--- src/rtl/ps2_kbd_rx_pkg.sv ---
// Shared constants and types for the PS/2 keyboard receiver feeding the KBUF register.
package ps2_kbd_rx_pkg;

    localparam int SFR_OP_LEN = 4;
    localparam logic [SFR_OP_LEN-1:0] OP_KBUF_WR_BYTE = 4'h5;

    localparam logic [7:0] PS2_BREAK_CODE = 8'hF0;
    localparam logic [7:0] PS2_EXT_CODE   = 8'hE0;

    typedef enum logic [1:0] {
        PS2_IDLE   = 2'd0,
        PS2_DATA   = 2'd1,
        PS2_PARITY = 2'd2,
        PS2_STOP   = 2'd3
    } ps2_state_t;

endpackage

--- src/rtl/ps2_line_filter.sv ---
// Two-flop synchroniser plus stability filter for one PS/2 line; emits a one-cycle
// pulse in the first cycle the filtered level reads low.
module ps2_line_filter #(
    parameter int FILTER_LEN = 8
) (
    input  logic i_clk,
    input  logic i_rst,
    input  logic i_line,
    output logic o_level,
    output logic o_fall
);

    localparam int CW = (FILTER_LEN < 2) ? 1 : $clog2(FILTER_LEN);

    logic [1:0]    sync;
    logic [CW-1:0] stable_cnt;

    always_ff @(posedge i_clk) begin
        if (i_rst) begin
            sync       <= 2'b11;
            stable_cnt <= '0;
            o_level    <= 1'b1;
            o_fall     <= 1'b0;
        end else begin
            sync   <= {sync[0], i_line};
            o_fall <= 1'b0;
            // any sample matching the current level restarts the run
            if (sync[1] == o_level) begin
                stable_cnt <= '0;
            end else if (stable_cnt == CW'(FILTER_LEN - 1)) begin
                stable_cnt <= '0;
                o_level    <= sync[1];
                o_fall     <= o_level;
            end else begin
                stable_cnt <= stable_cnt + 1'b1;
            end
        end
    end

endmodule

--- src/rtl/ps2_kbd_rx.sv ---
// PS/2 device-to-host deframer: filters the lines, checks odd parity and stop bit,
// and writes accepted scan codes to KBUF with a matching interrupt pulse.
//
//   state      | meaning
//   PS2_IDLE   | waiting for a falling edge with data low (start bit)
//   PS2_DATA   | shifting in 8 data bits, LSB first
//   PS2_PARITY | sampling the odd-parity bit
//   PS2_STOP   | sampling the stop bit, then deliver or flag an error
module ps2_kbd_rx
    import ps2_kbd_rx_pkg::*;
#(
    parameter int FILTER_LEN     = 8,
    parameter int TIMEOUT_CYCLES = 100000,
    parameter int FILTER_BREAK   = 1
) (
    input  logic                  i_clk,
    input  logic                  i_rst,
    input  logic                  i_ps2_clk,
    input  logic                  i_ps2_data,
    output logic [7:0]            o_byte,
    output logic [SFR_OP_LEN-1:0] o_op,
    output logic                  o_irq,
    output logic                  o_err,
    output logic                  o_busy
);

    localparam int TW = (TIMEOUT_CYCLES < 2) ? 1 : $clog2(TIMEOUT_CYCLES);

    logic clk_lvl_unused;
    logic clk_fall;
    logic data_lvl;
    logic data_fall_unused;

    ps2_line_filter #(.FILTER_LEN(FILTER_LEN)) u_clk_filter (
        .i_clk   (i_clk),
        .i_rst   (i_rst),
        .i_line  (i_ps2_clk),
        .o_level (clk_lvl_unused),
        .o_fall  (clk_fall)
    );

    ps2_line_filter #(.FILTER_LEN(FILTER_LEN)) u_data_filter (
        .i_clk   (i_clk),
        .i_rst   (i_rst),
        .i_line  (i_ps2_data),
        .o_level (data_lvl),
        .o_fall  (data_fall_unused)
    );

    ps2_state_t    state;
    logic [2:0]    bit_cnt;
    logic [7:0]    shift;
    logic          par_acc;
    logic          par_ok;
    logic          break_pending;
    logic [TW-1:0] tmo_cnt;

    assign o_busy = (state != PS2_IDLE);

    always_ff @(posedge i_clk) begin
        if (i_rst) begin
            state         <= PS2_IDLE;
            bit_cnt       <= '0;
            shift         <= '0;
            par_acc       <= 1'b0;
            par_ok        <= 1'b0;
            break_pending <= 1'b0;
            tmo_cnt       <= '0;
            o_byte        <= '0;
            o_op          <= '0;
            o_irq         <= 1'b0;
            o_err         <= 1'b0;
        end else begin
            o_op  <= '0;
            o_irq <= 1'b0;
            o_err <= 1'b0;

            if (state == PS2_IDLE || clk_fall) begin
                tmo_cnt <= '0;
            end else begin
                tmo_cnt <= tmo_cnt + 1'b1;
            end

            // an edge landing on the threshold cycle wins over the timeout
            if (clk_fall) begin
                case (state)
                    PS2_IDLE: begin
                        if (!data_lvl) begin
                            state   <= PS2_DATA;
                            bit_cnt <= '0;
                            par_acc <= 1'b0;
                        end
                    end
                    PS2_DATA: begin
                        shift   <= {data_lvl, shift[7:1]};
                        par_acc <= par_acc ^ data_lvl;
                        bit_cnt <= bit_cnt + 1'b1;
                        if (bit_cnt == 3'd7) begin
                            state <= PS2_PARITY;
                        end
                    end
                    PS2_PARITY: begin
                        par_ok <= par_acc ^ data_lvl;
                        state  <= PS2_STOP;
                    end
                    PS2_STOP: begin
                        state <= PS2_IDLE;
                        if (par_ok && data_lvl) begin
                            if (FILTER_BREAK != 0 && break_pending) begin
                                break_pending <= 1'b0;
                            end else if (FILTER_BREAK != 0 && shift == PS2_BREAK_CODE) begin
                                break_pending <= 1'b1;
                            end else begin
                                o_byte <= shift;
                                o_op   <= OP_KBUF_WR_BYTE;
                                o_irq  <= 1'b1;
                            end
                        end else begin
                            o_err         <= 1'b1;
                            break_pending <= 1'b0;
                        end
                    end
                    default: state <= PS2_IDLE;
                endcase
            end else if (state != PS2_IDLE && tmo_cnt == TW'(TIMEOUT_CYCLES - 1)) begin
                o_err         <= 1'b1;
                state         <= PS2_IDLE;
                break_pending <= 1'b0;
                shift         <= '0;
                tmo_cnt       <= '0;
            end
        end
    end

endmodule

--- config.mk ---
export PLATFORM = sky130hd
export DESIGN_NAME = ps2_kbd_rx
export DESIGN_NICKNAME = d
export VERILOG_FILES = /design/src/rtl/ps2_kbd_rx_pkg.sv /design/src/rtl/ps2_line_filter.sv /design/src/rtl/ps2_kbd_rx.sv
export SDC_FILE = /design/constraint.sdc
export NUM_CORES = 1
export LEC_CHECK = 0
export BUFFER_PORTS_ARGS = -buffer_cell sky130_fd_sc_hd__buf_2
export CORE_MARGIN = 10
export CORE_UTILIZATION = 38
export CTS_CLUSTER_SIZE = 20
export DETAILED_ROUTE_END_ITERATION = 7
export PLACE_DENSITY = 0.54
export SLEW_MARGIN = 20
export SYNTH_ARGS = -nofsm -noshare
export SYNTH_HDL_FRONTEND = slang
export SYNTH_HIERARCHICAL = 1
export SYNTH_SLANG_ARGS = --single-unit
export TNS_END_PERCENT = 100
--- constraint.sdc ---
create_clock -name i_clk -period 2.4 [get_ports i_clk]
set_input_delay 0.12 -clock i_clk [delete_from_list [all_inputs] [get_ports i_clk]]
set_output_delay 0.12 -clock i_clk [all_outputs]
set_load 0.05 [all_outputs]
# Word-level counts from Yosys, hierarchy flattened
# Index checks and enable logic that the tools add are counted.
# op_classes
n_addsub	4
n_eq_ne	15
n_mux	27
bitwise	9
n_reduce_logical	19
# op_table
op	count
2-to-1 mux 17 bit	3
2-to-1 mux 8 bit	3
adder 17 x 1 -> 17 bit (second input constant)	1
== test 17 bit (second input constant)	1
2-to-1 mux 1 bit	12
AND reduction 2 bit	5
adder 3 x 1 -> 3 bit (second input constant)	3
== test 3 bit (second input constant)	3
OR reduction 3 bit	3
== test 8 bit (second input constant)	1
2-to-1 mux 2 bit	4
inverter 1 bit	8
one-hot mux 2 bit (4 select lines)	1
2-to-1 mux 3 bit	2
!= test 2 bit (second input constant)	3
!= test 3 bit (second input constant)	2
one-hot mux 3 bit (2 select lines)	1
AND reduction 3 bit	2
nonzero test 2 bit	3
AND reduction 5 bit	1
OR reduction 5 bit	1
== test 2 bit (second input constant)	2
== test 1 bit	2
== test 2 x 1 -> 1 bit (second input constant)	1
5 further kinds	6
# totals
ff_bits	60
input_bits	4

# Depth between registers and ports, before layout
# Gate-level depths: netlist of run 1.
# logic_depth
word_depth	6
mapped_depth	7
depth_no_buf	6

# Modules after synthesis
# Netlist of run 1, hierarchy kept.
# by_module_without_submodules
mod	instances	cells_per_inst	area_per_inst_um2	seq_area_each_um2
ps2_kbd_rx	1	203	1884.3	860.8
ps2_line_filter	2	18	239.0	140.1

# Worst setup path before layout of run 1
# OpenSTA, ideal clock, no wires.
# synth_timing
path_kind	reg-to-reg
start	reg tmo_cnt[0]
end	reg shift[0]
t_arrival_ns	1.724
t_required_ns	2.283
setup_slack_ns	0.559
path_stages_with_launch	7
path_buffers	1
path_cell_list	dfxtp_1 -> ha_1 -> clkbuf_1 -> and4_1 -> nand4b_1 -> o31a_1 -> a22o_1
# synth_via
elab_chain_cells	4
# synth_rtl
item	line	text
start: declaration	ps2_kbd_rx.sv:56	logic [TW-1:0] tmo_cnt;
start signal: assignment	ps2_kbd_rx.sv:81	tmo_cnt <= tmo_cnt + 1'b1;
== test 17 bit	ps2_kbd_rx.sv:125	end else if (state != PS2_IDLE && tmo_cnt == TW'(TIMEOUT_CYCLES - 1)) begin
logical AND 1 bit	ps2_kbd_rx.sv:125	
nonzero test 2 bit (no line)	n/a	
AND reduction 2 bit (no line)	n/a	
end signal: assignment	ps2_kbd_rx.sv:95	shift <= {data_lvl, shift[7:1]};
end: declaration	ps2_kbd_rx.sv:52	logic [7:0] shift;
# No other way between the ends.
# A chain may end at the register's enable or synchronous reset.

# Final worst setup path of run 1
# Same ends and word-level chain as after synthesis.

==> flow_metrics.env, run 1 <==
export IMPL_status="finished clean"
export IMPL_final_common_cell="dfxtp_1"
export IMPL_syn_inst=237
export IMPL_critPathCaptureType="flip-flop"
export IMPL_viasPerCell=5.06
export IMPL_firstDrtPassIters=4
export IMPL_io_buffers=16
export IMPL_final_setup_tns_ns=0
export IMPL_wl_per_cell_um=12.6
export IMPL_clkLatencyLatePin_ns=0.30
export IMPL_power_density_nw_per_um2=577
export IMPL_r2r_setup_slack_ns=0.41
export IMPL_fin_crit_sh=0.827
export IMPL_rows=28
export IMPL_setup_viol=0
export IMPL_grt_pass1_vias=1628
export IMPL_drive_gt1_frac=0.145
export IMPL_detail_route_antenna_nets=0
export IMPL_clk_pin_slew_ns=0.09
export IMPL_grt_pass1_wl_mm=7.53
export IMPL_n_fill_cell=594
export IMPL_placed_cell_area_sq_um=2470
export IMPL_hold_viol=0
export IMPL_fp_dieH_um=98.3
export IMPL_via_count=1670
export IMPL_final_cell_area_sq_um=2590
export IMPL_cts_num_sinks=56
export IMPL_tritoncts="built"
export IMPL_relSlewSlack=0.599
export IMPL_max_freq_ghz=0.504
export IMPL_pin_count=19
export IMPL_netlist_area_sq_um=2330
export IMPL_grt_max_degree=36
export IMPL_fin_crit_ns=1.99
export IMPL_chipWidth_um=98.3
export IMPL_hold_class="in -> reg"
export IMPL_place_gp_congestion=0.805
export IMPL_worst_pin_slew_ns=0.602
export IMPL_rsz0062_at_grt="no"
export IMPL_area_delta_synth_final_pct=11.1
export IMPL_antenna_found_initial=0
export IMPL_core_area_sq_um=5920
export IMPL_nNetsFinal=270
export IMPL_final_cell_mix="dfxtp_1 (56), nor2_1 (31), buf_2 (16), xnor2_1 (14), ha_1 (11)"
export IMPL_place_detailed_hpwl_mm=2.95
export IMPL_yosysWarningCount=6
export IMPL_start_util=0.393
export IMPL_peakVddDrop_uv=275
export IMPL_cts_buffers=5
export IMPL_track_usage=0.0897
export IMPL_clockBufferDepth=2
export IMPL_drtIter0Drc=83
export IMPL_cts_htree_levels=2
export IMPL_maxCapViolCount=0
export IMPL_drt_wl_total_mm=4.16
export IMPL_slew_violations=0
export IMPL_critPathArrivalTime_ns=2.18
export IMPL_power_leakage_nw=0.915
export IMPL_worst_path_max_fanout=8
export IMPL_n_antenna_cell=0
export IMPL_clockRootBuffer="clkbuf_8"
export IMPL_preCtsSetupSlack_ns=0.439
export IMPL_dieArea_sq_um=9660
export IMPL_required_ns=2.60
export IMPL_cts_resized=0
export IMPL_grt_ovfl_total=0
export IMPL_start_kind="flip-flop"
export IMPL_fin_skew_ns=0.00689
export IMPL_crit_type="reg -> reg"
export IMPL_syn_avg_cell_area_sq_um=9.83
export IMPL_fin_ws_ns=0.414
export IMPL_drcViolationCount=0
repair_timing:
action / 4_1_cts / 5_1_grt
buffers inserted: 0 / 0
endpoints found under the hold margin: 2 / 0
endpoints found under the setup margin: 0 / 0
hold buffers: 2 / 0
worst max-delay path, cell delays in order (launching register included):
cell	delay [ns]
dfxtp_1	0.41
ha_1	0.32
and4_1	0.22
nand4b_1	0.24
o31a_1	0.43
a22o_1	0.26
power breakdown:
part	switching (mW)	internal [mW]
clock network	0.272	0.257
registers	0.00179	0.932
logic	0.0202	0.00857
flip-flops by register name, summed over array words and instances, names as in the netlist, 2 cells and up:
| name | flops |
|---|---|
| o_byte | 8 |
| u_clk_filter/stable_cnt | 3 |
| u_data_filter/stable_cnt | 3 |
| state | 2 |
| u_clk_filter/sync | 2 |
| tmo_cnt | 17 |
| shift | 8 |
| bit_cnt | 3 |
| u_data_filter/sync | 2 |
cell type report:
| type | instances | area [sq um] | area share |
|---|---|---|---|
| flip-flops and latches | 56 | 1120 | 0.433 |
| multi-input cells | 165 | 1130 | 0.437 |
| inverters | 6 | 22.5 | 0.00870 |
| well taps | 75 | 93.8 | 0.0363 |
| clock buffers | 7 | 96.3 | 0.0372 |
| repair buffers | 21 | 123 | 0.0474 |
worst paths after layout:
kind | startpoint | end | cells after the start
max | tmo_cnt[0] | shift[0] | 5
min | i_rst | o_byte[4] | 2
max reg2reg | tmo_cnt[0] | shift[0] | 5
min reg2reg | u_data_filter/sync[0] | u_data_filter/sync[1] | 1
metal layers:
layer	GRT usage	wire [um]
met1	0.105	2010
met2	0.148	1910
met3	0.0296	194
met4	0.0353	52
met5	0	0
per-stage QoR:
stage	cells	hold slack, ns	power (mW)	util
2_1_floorplan	238	0.197	0.977	-
5_1_grt	330	0.355	1.56	0.437
4_1_cts	330	0.318	1.53	0.437
3_3_place_gp	321	0.308	0.983	0.417
6_report	330	0.311	1.49	0.437
3_5_place_dp	321	0.309	0.983	0.417
Note: power is estimated with default switching activity, not from simulation.
==> run 2: changes to the inputs <==
==> constraint.sdc (replaced) <==
create_clock -name i_clk -period 2 [get_ports i_clk]
set_input_delay 0.1 -clock i_clk [delete_from_list [all_inputs] [get_ports i_clk]]
set_output_delay 0.1 -clock i_clk [all_outputs]
set_load 0.05 [all_outputs]
==> flow_metrics.env, run 2 (synthesis gave the netlist of run 1 again) <==
export IMPL_status="finished clean"
export IMPL_final_setup_tns_ns=0
export IMPL_place_detailed_hpwl_mm=3.12
export IMPL_hold_class="in -> reg"
export IMPL_r2r_end="shift[4]"
export IMPL_worst_path_max_fanout=8
export IMPL_power_leakage_nw=0.942
export IMPL_fin_crit_ns=1.88
export IMPL_pin_count=19
export IMPL_final_common_cell="dfxtp_1"
export IMPL_detail_route_antenna_nets=0
export IMPL_grt_pass1_vias=1628
export IMPL_top_register="tmo_cnt"
export IMPL_peakVddDrop_uv=293
export IMPL_viasPerCell=5.13
export IMPL_power_density_nw_per_um2=671
export IMPL_maxCapViolCount=0
export IMPL_n_fill_cell=600
export IMPL_r2r_setup_slack_ns=0.12
export IMPL_wl_per_cell_um=12.8
export IMPL_hold_end="o_byte[2]"
export IMPL_clockRootBuffer="clkbuf_8"
export IMPL_rsz0062_at_grt="no"
export IMPL_setup_viol=0
export IMPL_place_gp_congestion=0.774
export IMPL_r2r_start="state[0]"
export IMPL_post_cts_setup_buffer_count=0
export IMPL_drt_wl_total_mm=4.32
export IMPL_preCtsSetupSlack_ns=0.139
export IMPL_n_antenna_cell=0
export IMPL_area_delta_synth_final_pct=13.2
export IMPL_grt_ovfl_total=0
export IMPL_via_count=1734
export IMPL_cts_num_sinks=56
export IMPL_grt_pass1_wl_mm=7.47
export IMPL_crit_type="reg -> reg"
export IMPL_fin_skew_ns=0.00993
export IMPL_core_area_sq_um=5920
export IMPL_cts_buffers=5
export IMPL_slew_violations=0
export IMPL_reg2reg_depth=5
export IMPL_placed_cell_area_sq_um=2520
export IMPL_start_kind="flip-flop"
export IMPL_power_mw=1.77
export IMPL_top_regs="tmo_cnt: 17 flops, o_byte: 8 flops, shift: 8 flops"
export IMPL_whs_path_depth=2
export IMPL_fin_ws_ns=0.125
export IMPL_clk_pin_slew_ns=0.10
export IMPL_max_freq_ghz=0.533
export IMPL_drtIter0Drc=87
export IMPL_chipWidth_um=98.3
export IMPL_antenna_found_initial=0
export IMPL_track_usage=0.0911
export IMPL_drcViolationCount=0
export IMPL_io_buffers=16
export IMPL_tritoncts="built"
export IMPL_clkLatencyLatePin_ns=0.31
export IMPL_final_cell_area_sq_um=2640
export IMPL_grt_max_degree=24
export IMPL_dieArea_sq_um=9660
export IMPL_critPathArrivalTime_ns=2.09
export IMPL_start_util=0.393
export IMPL_largest_reg_flops=17
export IMPL_nNetsFinal=277
export IMPL_cts_htree_levels=2
export IMPL_clockBufferDepth=2
export IMPL_drive_gt1_frac=0.171
export IMPL_required_ns=2.21
export IMPL_final_cell_mix="dfxtp_1 (56), nor2_1 (31), buf_2 (16), xnor2_1 (14), ha_1 (11)"
export IMPL_firstDrtPassIters=4
export IMPL_fp_dieH_um=98.3
export IMPL_rows=28
export IMPL_fin_crit_sh=0.938
export IMPL_hp_start="i_rst"
export IMPL_critPathCaptureType="flip-flop"
export IMPL_hold_viol=0
[run 2: cell types whose count changed in the layout (fill, tap and decap cells not counted), sizes merged]
cell | previous run | this run
buf | 19 | 26
clkinv | 0 | 1
clkinvlp | 0 | 2
clkbuf | 7 | 5
[run 2: power by group]
group | switching [mW] | internal, mW | total, mW
Combinational | 0.0246 | 0.0115 | 0.0361
Sequential | 0.00220 | 1.12 | 1.12
Clock | 0.362 | 0.248 | 0.611
[run 2: worst max path at each step]
stage                    start       end
global route          state[0]  shift[7]
floorplan           tmo_cnt[0]  shift[0]
detailed placement    state[0]  shift[4]
finish                state[0]  shift[4]
global placement      state[0]  shift[3]
CTS                   state[0]  shift[4]
[run 2: cell type report]
| class | instances | area [sq um] | area share |
|---|---|---|---|
| clock buffers | 5 | 68.8 | 0.0261 |
| inverters | 6 | 22.5 | 0.00854 |
| flip-flops and latches | 56 | 1120 | 0.425 |
| clock inverters | 3 | 23.8 | 0.00902 |
| repair buffers | 28 | 175 | 0.0664 |
| well taps | 75 | 93.8 | 0.0356 |
| multi-input cells | 165 | 1130 | 0.429 |
[run 2: worst max-delay path, cell delays in order, from the launching register on]
cell and delay (ns):
dfxtp_1 0.39, inv_1 0.10, ha_1 0.26, or2_2 0.36
o31a_1 0.41, a22o_1 0.26
[run 2: what timing repair did]
action / in CTS / in global routing
endpoints found under the hold margin: 2 / 0
gates resized for setup: 0 / 0
hold buffers: 2 / 0
[run 2: metrics by stage]
stage,hold slack [ns],util,instances
2_1_floorplan,0.177,-,238
6_report,0.199,0.445,338
4_1_cts,0.202,0.445,338
5_1_grt,0.225,0.445,338
3_3_place_gp,0.284,0.426,328
3_5_place_dp,0.287,0.426,328
[run 2: metal layers]
layer	GRT usage	routed length, um	vias up
met5	0	0	-
met1	0.110	2030	818
met2	0.144	2040	18
met3	0.0254	191	5
met4	0.0463	58	0
li1	-	-	893
